### src/rtl/video_render_if.sv
// Fetch-to-render bus: pixel/fetch strobes, mode controls and the palette index output.
// Optional VIDEO_XSCALE_EN adds the xscale (pixel doubling) control.
interface video_render_if;
  logic        pix_stb;
  logic        vactive;
  logic        fetch_stb;
  logic [31:0] fetch_data;
  logic [1:0]  mode;
  logic [3:0]  gpal;
  logic [7:0]  border;
  logic        flash;
`ifdef VIDEO_XSCALE_EN
  logic        xscale;
`endif
  logic [7:0]  vplex;
  logic        underrun;

  modport master (
`ifdef VIDEO_XSCALE_EN
    output xscale,
`endif
    output pix_stb, vactive, fetch_stb, fetch_data, mode, gpal, border, flash,
    input  vplex, underrun
  );

  modport slave (
`ifdef VIDEO_XSCALE_EN
    input  xscale,
`endif
    input  pix_stb, vactive, fetch_stb, fetch_data, mode, gpal, border, flash,
    output vplex, underrun
  );
endinterface

### src/rtl/video_render.sv
// Serialises 32-bit fetch words into 8-bit palette indices (ZX / 16c / 256c / border-only).
// Optional VIDEO_XSCALE_EN: xscale=1 emits each pixel on two consecutive qualifying strobes.
module video_render #(
  parameter bit BORDER_ON_UNDERRUN = 1'b1
) (
  input logic           clk,
  input logic           res,
  video_render_if.slave bus
);

  localparam logic [1:0] MODE_ZX     = 2'd0;
  localparam logic [1:0] MODE_16C    = 2'd1;
  localparam logic [1:0] MODE_256C   = 2'd2;
  localparam logic [1:0] MODE_BORDER = 2'd3;

  logic [31:0] word_q, word_d;
  logic [3:0]  cnt_q, cnt_d;
  logic        word_valid_q, word_valid_d;
  logic [7:0]  vplex_q, vplex_d;
  logic [7:0]  last_pix_q, last_pix_d;
  logic        underrun_q, underrun_d;
`ifdef VIDEO_XSCALE_EN
  logic        half_q, half_d;
`endif

  logic [4:0]  len;
  logic [7:0]  pix;
  logic [7:0]  zx_bm, zx_attr, byte16, byte256;
  logic [2:0]  bit_idx;
  logic        zx_bit, zx_sel;
  logic        advance;

  // Pixels per word in the current mode.
  always_comb begin
    unique case (bus.mode)
      MODE_ZX:  len = 5'd16;
      MODE_16C: len = 5'd8;
      default:  len = 5'd4;
    endcase
  end

  // Pixel at position cnt_q of the held word; bits are taken MSB-first within each byte.
  always_comb begin
    zx_bm   = cnt_q[3] ? word_q[15:8]  : word_q[7:0];
    zx_attr = cnt_q[3] ? word_q[31:24] : word_q[23:16];
    bit_idx = 3'd7 - cnt_q[2:0];
    zx_bit  = zx_bm[bit_idx];
    zx_sel  = zx_bit ^ (zx_attr[7] & bus.flash);
    byte16  = word_q[{cnt_q[2:1], 3'b000} +: 8];
    byte256 = word_q[{cnt_q[1:0], 3'b000} +: 8];
    unique case (bus.mode)
      MODE_ZX:   pix = {bus.gpal, zx_attr[6], zx_sel ? zx_attr[2:0] : zx_attr[5:3]};
      MODE_16C:  pix = {bus.gpal, cnt_q[0] ? byte16[3:0] : byte16[7:4]};
      MODE_256C: pix = byte256;
      default:   pix = bus.border;
    endcase
  end

  always_comb begin
    word_d       = word_q;
    cnt_d        = cnt_q;
    word_valid_d = word_valid_q;
    vplex_d      = vplex_q;
    last_pix_d   = last_pix_q;
    underrun_d   = underrun_q;
    advance      = 1'b0;
`ifdef VIDEO_XSCALE_EN
    half_d       = half_q;
`endif

    if (bus.pix_stb) begin
      if (bus.mode == MODE_BORDER || !bus.vactive) begin
        vplex_d = bus.border;
      end else if (!word_valid_q) begin
        underrun_d = 1'b1;
        vplex_d    = BORDER_ON_UNDERRUN ? bus.border : last_pix_q;
      end else if ({1'b0, cnt_q} >= len) begin
        // Mode shrank the word under us: drop the remainder without emitting.
        word_valid_d = 1'b0;
        cnt_d        = '0;
      end else begin
        vplex_d    = pix;
        last_pix_d = pix;
`ifdef VIDEO_XSCALE_EN
        advance    = !(bus.xscale && !half_q);
        half_d     = bus.xscale && !half_q;
`else
        advance    = 1'b1;
`endif
      end
    end

    if (advance) begin
      if ({1'b0, cnt_q} == len - 5'd1) begin
        word_valid_d = 1'b0;
        cnt_d        = '0;
      end else begin
        cnt_d = cnt_q + 4'd1;
      end
    end

    // Load wins over consumption; the pixel above already came from the old word.
    if (bus.fetch_stb) begin
      word_d       = bus.fetch_data;
      word_valid_d = 1'b1;
      cnt_d        = '0;
`ifdef VIDEO_XSCALE_EN
      half_d       = 1'b0;
`endif
    end
  end

  always_ff @(posedge clk) begin
    if (res) begin
      word_q       <= '0;
      cnt_q        <= '0;
      word_valid_q <= 1'b0;
      vplex_q      <= '0;
      last_pix_q   <= '0;
      underrun_q   <= 1'b0;
`ifdef VIDEO_XSCALE_EN
      half_q       <= 1'b0;
`endif
    end else begin
      word_q       <= word_d;
      cnt_q        <= cnt_d;
      word_valid_q <= word_valid_d;
      vplex_q      <= vplex_d;
      last_pix_q   <= last_pix_d;
      underrun_q   <= underrun_d;
`ifdef VIDEO_XSCALE_EN
      half_q       <= half_d;
`endif
    end
  end

  assign bus.vplex    = vplex_q;
  assign bus.underrun = underrun_q;

endmodule
### src/flat_wrapper.sv
// flat-port wrapper written by rule: the top's interface ports become plain ports
module video_render_flat 
#(
  parameter bit BORDER_ON_UNDERRUN = 1'b1
)
  (clk, res, bus_pix_stb, bus_vactive, bus_fetch_stb, bus_fetch_data, bus_mode, bus_gpal, bus_border, bus_flash, bus_vplex, bus_underrun);
  video_render_if bus_i ();
  input logic clk;
  input logic res;
  input wire logic [$bits(bus_i.pix_stb)-1:0] bus_pix_stb;
  input wire logic [$bits(bus_i.vactive)-1:0] bus_vactive;
  input wire logic [$bits(bus_i.fetch_stb)-1:0] bus_fetch_stb;
  input wire logic [$bits(bus_i.fetch_data)-1:0] bus_fetch_data;
  input wire logic [$bits(bus_i.mode)-1:0] bus_mode;
  input wire logic [$bits(bus_i.gpal)-1:0] bus_gpal;
  input wire logic [$bits(bus_i.border)-1:0] bus_border;
  input wire logic [$bits(bus_i.flash)-1:0] bus_flash;
  output wire logic [$bits(bus_i.vplex)-1:0] bus_vplex;
  output wire logic [$bits(bus_i.underrun)-1:0] bus_underrun;
  assign bus_i.pix_stb = bus_pix_stb;
  assign bus_i.vactive = bus_vactive;
  assign bus_i.fetch_stb = bus_fetch_stb;
  assign bus_i.fetch_data = bus_fetch_data;
  assign bus_i.mode = bus_mode;
  assign bus_i.gpal = bus_gpal;
  assign bus_i.border = bus_border;
  assign bus_i.flash = bus_flash;
  assign bus_vplex = bus_i.vplex;
  assign bus_underrun = bus_i.underrun;
  video_render #(.BORDER_ON_UNDERRUN(BORDER_ON_UNDERRUN)) u_core (.clk(clk), .res(res), .bus(bus_i));
endmodule
### config.mk
export PLATFORM = sky130hd
export DESIGN_NAME = video_render_flat
export DESIGN_NICKNAME = d
export VERILOG_FILES = /design/src/rtl/video_render_if.sv /design/src/rtl/video_render.sv /design/src/flat_wrapper.sv
export SDC_FILE = /design/constraint.sdc
export NUM_CORES = 1
export LEC_CHECK = 0
export CAP_MARGIN = 20
export CORE_MARGIN = 5
export CORE_UTILIZATION = 57
export CTS_BUF_LIST = sky130_fd_sc_hd__clkbuf_4 sky130_fd_sc_hd__clkbuf_8
export DETAILED_ROUTE_END_ITERATION = 12
export PLACE_DENSITY = 0.95
export SYNTH_ARGS = -nofsm -noshare
export SYNTH_HDL_FRONTEND = slang
export SYNTH_SLANG_ARGS = --single-unit
### constraint.sdc
create_clock -name clk -period 5.65 [get_ports clk]
set_input_delay 1.13 -clock clk [delete_from_list [all_inputs] [get_ports clk]]
set_output_delay 1.13 -clock clk [all_outputs]
set_load 0.02 [all_outputs]
==> impl_metrics.env, run 1 <==
export IMPL_max_slew_margin_pct=34.7
export IMPL_slew_violations=0
export IMPL_path_max_fanout=12
export IMPL_synth_yosys_warnings=0
export IMPL_dp_hpwl_mm=5.17
export IMPL_finalNetCount=396
export IMPL_syn_area_per_cell_um2=9.53
export IMPL_start_util_pct=58.9
export IMPL_antennaDiodeCount=0
export IMPL_arrival_ps=3680
export IMPL_antenna_found_initial=0
export IMPL_final_period_utilization_pct=61.5
export IMPL_root_buffer="clkbuf_8"
export IMPL_gp_congestion=0.888
export IMPL_power_density_nw_per_um2=205
export IMPL_yosysMostFrequentCell="nor2_1"
export IMPL_syn_nets=347
export IMPL_cts_buffers=5
export IMPL_synth_top_family_by_area="multiplexers"
export IMPL_tightestPinTransition_ps=979
export IMPL_synth_xor_area_share_pct=0.630
export IMPL_ios=61
export IMPL_clk_latency_ps=310
export IMPL_clock_fmax_ghz=0.288
export IMPL_synth_simple_area_share_pct=16.6
export IMPL_netlist_area_leader_share_pct=33.1
export IMPL_area_growth_pct=25.8
export IMPL_cts_max_level=2
export IMPL_placementRows=25
export IMPL_synth_distinct_cells=41
export IMPL_yosys_area_top_type="dfxtp_1"
export IMPL_clk_pin_slew_ps=80
export IMPL_post_place_ws_ps=1930
export IMPL_wl_per_cell_um=17.2
export IMPL_grt_max_degree=46
export IMPL_yosysSeqAreaShare_pct=33.1
export IMPL_grt_total_usage_pct=23.0
export IMPL_synth_seq_cells=46
export IMPL_drt_total_wl_mm=7.03
export IMPL_drt_iter0_markers=252
export IMPL_cp_data_required_time_ps=5860
export IMPL_port_buffers=60
export IMPL_synth_adder_area_share_pct=1.35
export IMPL_grt_overflow=0
export IMPL_rsz0062_at_grt="false"
export IMPL_post_cts_buffers=0
export IMPL_die_y_um=79.9
export IMPL_synth_compound_area_share_pct=10.8
export IMPL_grt_pass1_wl_mm=11.5
export IMPL_vdd_drop_max_mv=0.172
export IMPL_crit_path_end_kind="flop"
export IMPL_vias=2449
export IMPL_worstSetupPathType="in2reg"
export IMPL_dr_pass1_iters=4
export IMPL_cap_violations=0
export IMPL_via_per_inst=5.99
export IMPL_cts_hold_buffers=0
export IMPL_cts_sinks=46
export IMPL_die_x_um=79.9
export IMPL_seqCellArea_um2=921
export IMPL_p_leak_nw=1.27
export IMPL_muxShareOfSynthArea_pct=32.6
export IMPL_ys_top_cells_by_count="56 x nor2_1, 50 x mux2i_1, 46 x dfxtp_1, 16 x mux4_2, 14 x nand2_1"
export IMPL_hold_viol_final=0
export IMPL_fin_tns_setup_ps=0
export IMPL_start_kind="primary input"
export IMPL_ctsResizeCount=0
export IMPL_grt_pass1_vias=2457
export IMPL_hold_path_class="reg2reg"
export IMPL_placeableCoreArea_um2=4720
export IMPL_fill_cells=305
export IMPL_detail_route_antenna_nets=0
export IMPL_syn_inst=292
export IMPL_setup_viol_count_final=0
export IMPL_multiInputGateArea_um2=1720
export IMPL_die_area_um2=6380
export IMPL_finalPower_mw=0.717
export IMPL_outcome="finished, final reports clean"
export IMPL_drc=0
export IMPL_worst_slack_ps=2170
export IMPL_max_clock_path_buffers=2
export IMPL_synth_async_sr_flop_share_pct=0
export IMPL_synth_ff_type="dfxtp_1"
export IMPL_synth_edf_count=0
export IMPL_drive_gt1_share_pct=11.4
export IMPL_period_needed_ps=3480
export IMPL_ys_top_cells_by_area="dfxtp_1 33%, mux2i_1 18%, mux4_2 13%"
export IMPL_fin_worst_skew_ps=5.41
export IMPL_synth_area_um2=2780
export IMPL_cts_tree="done"
[flip-flops by register name (all words and copies together), names as in the netlist]
signal,cells
u_core.bus.underrun,1
u_core.bus.vplex,8
u_core.cnt_q,4
u_core.word_q,32
u_core.word_valid_q,1
[worst max-delay path: stages]
cell and delay, ps:
clkdlybuf4s50_1 620, nor2b_1 260, inv_2 80, ha_1 290, nor4bb_1 140, o32a_1 400
a31o_1 250, nor2_2 140, nand3_1 100, a211oi_1 270
[worst paths after layout]
check | from | to | slack, ps | depth (start not counted)
max | bus_mode[1] | u_core.cnt_q[3] | 2170 | 10
min | u_core.bus.underrun | u_core.bus.underrun | 480 | 2
max reg2reg | u_core.cnt_q[2] | u_core.cnt_q[3] | 2790 | 8
min reg2reg | u_core.bus.underrun | u_core.bus.underrun | 480 | 2
[final cells by class]
type / count / area share, %
multi-input combinational: 220 / 49.2
sequential: 46 / 26.3
timing repair buffer: 63 / 18.8
tap: 67 / 2.40
clock buffer: 6 / 2.36
inverter: 5 / 0.536
clock inverter: 2 / 0.358
[metrics by stage]
stage / cell area (µm²) / utilization [%] / std cells / hold WS [ps]
finish: 3500 / 74.1 / 409 / 484
global route: 3500 / 74.1 / 409 / 521
CTS: 3440 / 72.9 / 407 / 498
detailed placement: 3350 / 70.9 / 399 / 478
global placement: 3350 / 70.9 / 399 / 448
floorplan: 2780 / - / 292 / 470
[kinds of logic after synthesis]
kind of cell	after synthesis
AO/OA/AOI/OAI	45
XOR/XNOR	2
adder cells (fa/ha/maj)	3
buffers and inverters	26
flip-flops	46
multiplexers	70
AND/OR/NAND/NOR	100
[report_power, final]
part	internal, mW	total [mW]	switching (mW)
logic	0.0797	0.141	0.0610
registers	0.343	0.363	0.0203
clock network	0.0984	0.213	0.115
total	0.521	0.717	0.196
[per-layer routing]
layer	share of wire, %	global-route usage [%]	up-vias	routed length (µm)
li1	-	-	1152	-
met3	5.9	4.51	20	416
met5	0	0	-	0
met4	2.5	11.0	0	178
met2	52	40.4	100	3650
met1	40	26.8	1177	2780
[cell usage in the layout (no fill, tap or decap), types with 2 or more instances in the layout]
master,count
a22oi_1,3
o21ai_1,6
nor2_1,56
dfxtp_1,46
nand3_1,3
nor3_1,5
nand2_1,14
o22ai_2,2
o211ai_1,2
buf_16,2
mux2i_1,50
xnor2_1,2
nor2b_1,9
nand2b_1,2
nor3_2,4
o21ai_0,4
mux2_1,3
a21oi_1,12
ha_1,3
inv_1,4
clkbuf_8,6
a211oi_1,9
mux4_2,16
clkdlybuf4s50_1,59
Power figures use the tool's default switching activity.
==> inputs of run 2 (changes only) <==
CORE_UTILIZATION = 53   (was 57)
PLACE_DENSITY = 0.9   (was 0.95)
clock period = 3.23 ns   (was 5.65 ns; I/O delays follow)
==> run 2 against run 1 <==
  * Critical endpoint is now u_core.bus.vplex[6]
  * Sequential power rose by 75%
  * Via count shrank 0.16%
  * Clock skew up 2.3 ps
  * Global-route usage shrank 0.99 points
  * Critical path depth grew 1
  * Non-clock buffer count increased by 5
  * Cell area barely moved
  * Die area grew 6.6%
  * Count of clock-buffer cells in the layout rose by 1
  * Final cell count grew 2.0%
  * Critical path type unchanged
  * Flip-flop and latch count unchanged
  * Sequential share of layout area is essentially flat
==> impl_metrics.env, run 2 (synthesis results as in run 1) <==
export IMPL_outcome="finished, final reports clean"
export IMPL_clk_latency_ps=300
export IMPL_clkPwrFrac_pct=29.7
export IMPL_grt_max_degree=45
export IMPL_max_stage_delay_ps=470
export IMPL_clk_pin_slew_ps=90
export IMPL_cap_violations=0
export IMPL_ctsResizeCount=0
export IMPL_hold_path_class="reg2reg"
export IMPL_die_x_um=82.4
export IMPL_grt_total_usage_pct=22.1
export IMPL_tightestPinTransition_ps=1010
export IMPL_internal_power_mw=0.922
export IMPL_vias=2445
export IMPL_die_y_um=82.4
export IMPL_start_util_pct=54.5
export IMPL_root_buffer="clkbuf_8"
export IMPL_die_area_um2=6800
export IMPL_crit_path_end_kind="flop"
export IMPL_worstSetupPathType="in2reg"
export IMPL_final_cell_mix="59 x clkdlybuf4s50_1, 56 x nor2_1, 50 x mux2i_1, 46 x dfxtp_1, 16 x mux4_2"
export IMPL_gp_congestion=0.888
export IMPL_cts_buffers=5
export IMPL_final_area_um2=3500
export IMPL_power_frac_seq_pct=50.6
export IMPL_vdd_drop_max_mv=0.211
export IMPL_start_kind="primary input"
export IMPL_detail_route_antenna_nets=0
export IMPL_cts_sinks=46
export IMPL_p_leak_nw=1.29
export IMPL_combPwrFrac_pct=19.7
export IMPL_switching_power_mw=0.333
export IMPL_post_place_ws_ps=200
export IMPL_final_common_cell="clkdlybuf4s50_1"
export IMPL_cts_max_level=2
export IMPL_slowest_stage="clkdlybuf4s50_1"
export IMPL_setup_viol_count_final=0
export IMPL_switching_share_pct=26.5
export IMPL_max_slew_margin_pct=32.3
export IMPL_path_cells="clkdlybuf4s50_1 -> nor2b_1 -> inv_2 -> ha_1 -> nor4bb_1 -> o32a_1 -> nand2_1 -> nand2_1 -> a211oi_1 -> a21oi_1 -> nor2_1"
export IMPL_largest_reg_flops=32
export IMPL_period_needed_ps=2760
export IMPL_r2r_cells=8
export IMPL_ios=61
export IMPL_finalNetCount=401
export IMPL_path_common_cell="nand2_1"
export IMPL_power_density_nw_per_um2=359
export IMPL_wl_per_cell_um=16.4
export IMPL_place_area_um2=3400
export IMPL_placeableCoreArea_um2=5110
export IMPL_clock_fmax_ghz=0.362
export IMPL_drive_gt1_share_pct=12.7
export IMPL_post_cts_buffers=0
export IMPL_worst_slack_ps=467
export IMPL_arrival_ps=3010
export IMPL_slew_violations=0
export IMPL_hold_depth=2
export IMPL_cts_tree="done"
export IMPL_antennaDiodeCount=0
export IMPL_drc=0
export IMPL_fin_tns_setup_ps=0
export IMPL_drt_total_wl_mm=6.85
export IMPL_rsz0062_at_grt="false"
export IMPL_area_growth_pct=25.8
export IMPL_drt_iter0_markers=248
export IMPL_dp_hpwl_mm=5.26
export IMPL_via_per_inst=5.86
export IMPL_dr_pass1_iters=4
export IMPL_placementRows=26
export IMPL_grt_pass1_wl_mm=11.4
export IMPL_cp_data_required_time_ps=3470
export IMPL_port_buffers=60
export IMPL_fill_cells=397
export IMPL_antenna_found_initial=0
export IMPL_regMostFlops="u_core.word_q"
export IMPL_grt_pass1_vias=2437
export IMPL_path_max_fanout=10
export IMPL_final_period_utilization_pct=85.5
export IMPL_grt_overflow=0
export IMPL_hold_viol_final=0
export IMPL_cts_hold_buffers=0
export IMPL_max_clock_path_buffers=2
export IMPL_fin_worst_skew_ps=7.75
## run 2: layout make-up
cell class	instances	area (µm²)	area share [%]
Clock buffer	7	90.1	2.57
Clock inverter	1	5.00	0.143
Inverter	5	18.8	0.536
Multi-Input combinational cell	220	1720	49.2
Sequential cell	46	921	26.3
Tap cell	70	87.6	2.50
Timing Repair Buffer	68	656	18.7
## run 2: metrics by stage
| step | util (%) | hold WS (ps) | power [mW] | std cells |
|---|---|---|---|---|
| global route | 68.5 | 511 | 1.31 | 417 |
| global placement | 66.7 | 446 | 0.884 | 409 |
| CTS | 68.5 | 486 | 1.26 | 417 |
| detailed placement | 66.7 | 466 | 0.893 | 409 |
| finish | 68.5 | 475 | 1.26 | 417 |
| floorplan | - | 470 | 0.776 | 292 |
## run 2: power groups by stage
stage	combinational [mW]	clock, mW	sequential (mW)
final	0.247	0.373	0.635
after global routing	0.270	0.406	0.639
after CTS	0.248	0.378	0.634
after detailed placement	0.246	0	0.647
after global placement	0.239	0	0.645
after floorplan	0.133	0	0.643
## run 2: per-layer routing
metal,up-vias,wire length [µm],global-route usage [%],part of all wire (%)
li1,1161,-,-,-
met3,22,429,4.34,6.3
met2,86,3500,37.0,51
met4,0,226,9.80,3.3
met5,-,0,0,0
met1,1176,2690,27.3,39
## run 2: worst paths after layout
check	endpoint	start	slack (ps)
worst max-delay path	u_core.bus.vplex[6]	bus_mode[0]	470
worst min-delay path	u_core.bus.underrun	u_core.bus.underrun	480
worst max register to register	u_core.bus.vplex[0]	u_core.cnt_q[2]	750
worst min register to register	u_core.bus.underrun	u_core.bus.underrun	480
## run 2: critical path: cells and delay by family
kind / cells / cell delay (ps)
AOI/OAI and AO/OA: 3 / 720
adders and majority gates: 1 / 280
buffers and inverters: 2 / 570
and+or+nand+nor: 5 / 800
==> inputs of run 3 (changes only) <==
CORE_MARGIN = default   (was 5)
==> run 3 against run 2 <==
  * Cell area is essentially flat
  * Maximum frequency shrank 0.49%
  * Clock power shrank 7.8%
  * Critical path type unchanged
  * Combinational power is essentially flat
  * Core utilization grew 0.49 points
  * Flip-flop and latch count is the same
  * Largest power group unchanged
  * Final cell count is the same
  * Sequential power is essentially flat
  * Global-route usage grew 5.4 points
  * Non-clock buffer count grew 2
  * Die area shrank 18%
  * Sequential share of layout area is essentially flat
==> impl_metrics.env, run 3 (synthesis results as in run 1) <==
export IMPL_max_stage_delay_ps=470
export IMPL_placementRows=26
export IMPL_vdd_drop_max_mv=0.253
export IMPL_power_density_nw_per_um2=351
export IMPL_path_common_cell="nand2_1"
export IMPL_final_cell_mix="59 x clkdlybuf4s50_1, 56 x nor2_1, 50 x mux2i_1, 46 x dfxtp_1, 16 x mux4_2"
export IMPL_path_cells="clkdlybuf4s50_1 -> nor2b_1 -> inv_2 -> ha_1 -> nor4bb_1 -> o32a_1 -> nand2_1 -> nand2_1 -> a211oi_1 -> a21oi_1 -> nor2_1"
export IMPL_ctsResizeCount=0
export IMPL_cts_hold_buffers=0
export IMPL_via_per_inst=5.97
export IMPL_cts_tree="done"
export IMPL_gp_congestion=0.977
export IMPL_drc=0
export IMPL_hold_depth=2
export IMPL_drt_iter0_markers=226
export IMPL_root_buffer="clkbuf_8"
export IMPL_fin_tns_setup_ps=0
export IMPL_antenna_found_initial=0
export IMPL_hold_path_class="reg2reg"
export IMPL_drive_gt1_share_pct=12.7
export IMPL_r2r_start="u_core.cnt_q[2]"
export IMPL_cts_max_level=2
export IMPL_die_x_um=74.4
export IMPL_max_clock_path_buffers=2
export IMPL_cts_sinks=46
export IMPL_vias=2490
export IMPL_cts_buffers=5
export IMPL_area_growth_pct=25.9
export IMPL_port_buffers=60
export IMPL_slew_violations=0
export IMPL_die_area_um2=5540
export IMPL_cpLargestDelayFamily="simple AND/OR/NAND/NOR gates"
export IMPL_hold_viol_final=0
export IMPL_clock_fmax_ghz=0.360
export IMPL_max_slew_margin_pct=53.9
export IMPL_setup_viol_count_final=0
export IMPL_seqCellArea_um2=921
export IMPL_finalNetCount=403
export IMPL_grt_pass1_wl_mm=11.5
export IMPL_period_needed_ps=2780
export IMPL_dp_hpwl_mm=5.34
export IMPL_r2r_cells=8
export IMPL_start_util_pct=54.8
export IMPL_multiInputGateArea_um2=1720
export IMPL_slowest_stage="clkdlybuf4s50_1"
export IMPL_clk_pin_slew_ps=80
export IMPL_dr_pass1_iters=5
export IMPL_start_kind="primary input"
export IMPL_reg2reg_to="u_core.bus.vplex[0]"
export IMPL_antennaDiodeCount=0
export IMPL_ios=61
export IMPL_post_cts_buffers=0
export IMPL_cap_violations=0
export IMPL_hold_end="u_core.bus.underrun"
export IMPL_clk_latency_ps=290
export IMPL_crit_path_end_kind="flop"
export IMPL_p_leak_nw=1.29
export IMPL_grt_overflow=0
export IMPL_fin_worst_skew_ps=5.17
export IMPL_cp_data_required_time_ps=3460
export IMPL_placeableCoreArea_um2=5070
export IMPL_grt_pass1_vias=2508
export IMPL_worstSetupPathType="in2reg"
export IMPL_grt_total_usage_pct=27.4
export IMPL_holdWs_ps=474
export IMPL_tightestPinTransition_ps=690
export IMPL_die_y_um=74.4
export IMPL_detail_route_antenna_nets=0
export IMPL_r2r_slack_ps=780
export IMPL_path_max_fanout=10
export IMPL_outcome="finished, final reports clean"
export IMPL_final_common_cell="clkdlybuf4s50_1"
export IMPL_rsz0062_at_grt="false"
export IMPL_final_period_utilization_pct=86.0
export IMPL_fill_cells=407
export IMPL_crit_buf_inv=2
export IMPL_min_from="u_core.bus.underrun"
export IMPL_largest_reg_flops=32
export IMPL_drt_total_wl_mm=6.89
export IMPL_wl_per_cell_um=16.5
export IMPL_grt_max_degree=45
export IMPL_regMostFlops="u_core.word_q"
export IMPL_arrival_ps=3000
==> run 3: cell types whose count changed in the layout (fill, tap and decap cells not counted), sizes merged <==
cell	change
buf	+2
clkinv	-1
clkbuf	-1
==> run 3: worst max-delay path by stage <==
stage                     start                  end  slack [ps]  cells past startpoint
finish              bus_mode[0]  u_core.bus.vplex[5]         450                     11
global route        bus_mode[0]  u_core.bus.vplex[5]         200                     11
CTS                 bus_mode[0]  u_core.bus.vplex[5]         460                     11
detailed placement  bus_mode[0]  u_core.bus.vplex[5]         160                     11
global placement    bus_mode[0]      u_core.cnt_q[3]         290                     10
floorplan           bus_mode[1]      u_core.cnt_q[3]         710                     10
==> run 3: worst reg2reg max path, delay by kind of cell (launching register included) <==
kind	cells	cell delay, ps
multiplexers	3	730
flip-flops	1	560
AND/OR/NAND/NOR	2	400
buffers and inverters	1	290
XOR/XNOR	1	270
AO/OA/AOI/OAI	1	150
==> run 3: final cells by class <==
class                      count  share of cell area [%]
multi-input combinational    220                    49.2
sequential                    46                    26.3
timing repair buffer          70                    19.1
tap                           70                    2.50
clock buffer                   6                    2.36
inverter                       5                   0.536
==> run 3: metrics by stage <==
step | setup WS (ps) | instance area, µm² | std cells | util (%) | power (mW)
final | 454 | 3500 | 417 | 69.0 | 1.23
after global placement | 291 | 3420 | 411 | 67.4 | 0.886
after detailed placement | 158 | 3420 | 411 | 67.4 | 0.895
after floorplan | 712 | 2780 | 292 | - | 0.776
after global routing | 202 | 3500 | 417 | 69.0 | 1.27
after CTS | 457 | 3500 | 417 | 69.0 | 1.23
==> run 3: report_power, final <==
group,internal [mW],leakage [nW],switching (mW)
Sequential,0.600,0.379,0.0367
Clock,0.165,0.0431,0.178
Combinational,0.141,0.872,0.108
==> run 3: routing by layer <==
| metal | part of all wire [%] | routed length [µm] | track usage, % |
|---|---|---|---|
| met4 | 3.5 | 240 | 12.4 |
| met3 | 7.1 | 489 | 4.20 |
| met1 | 40 | 2780 | 35.2 |
| met2 | 49 | 3380 | 45.5 |
| met5 | 0 | 0 | 0 |
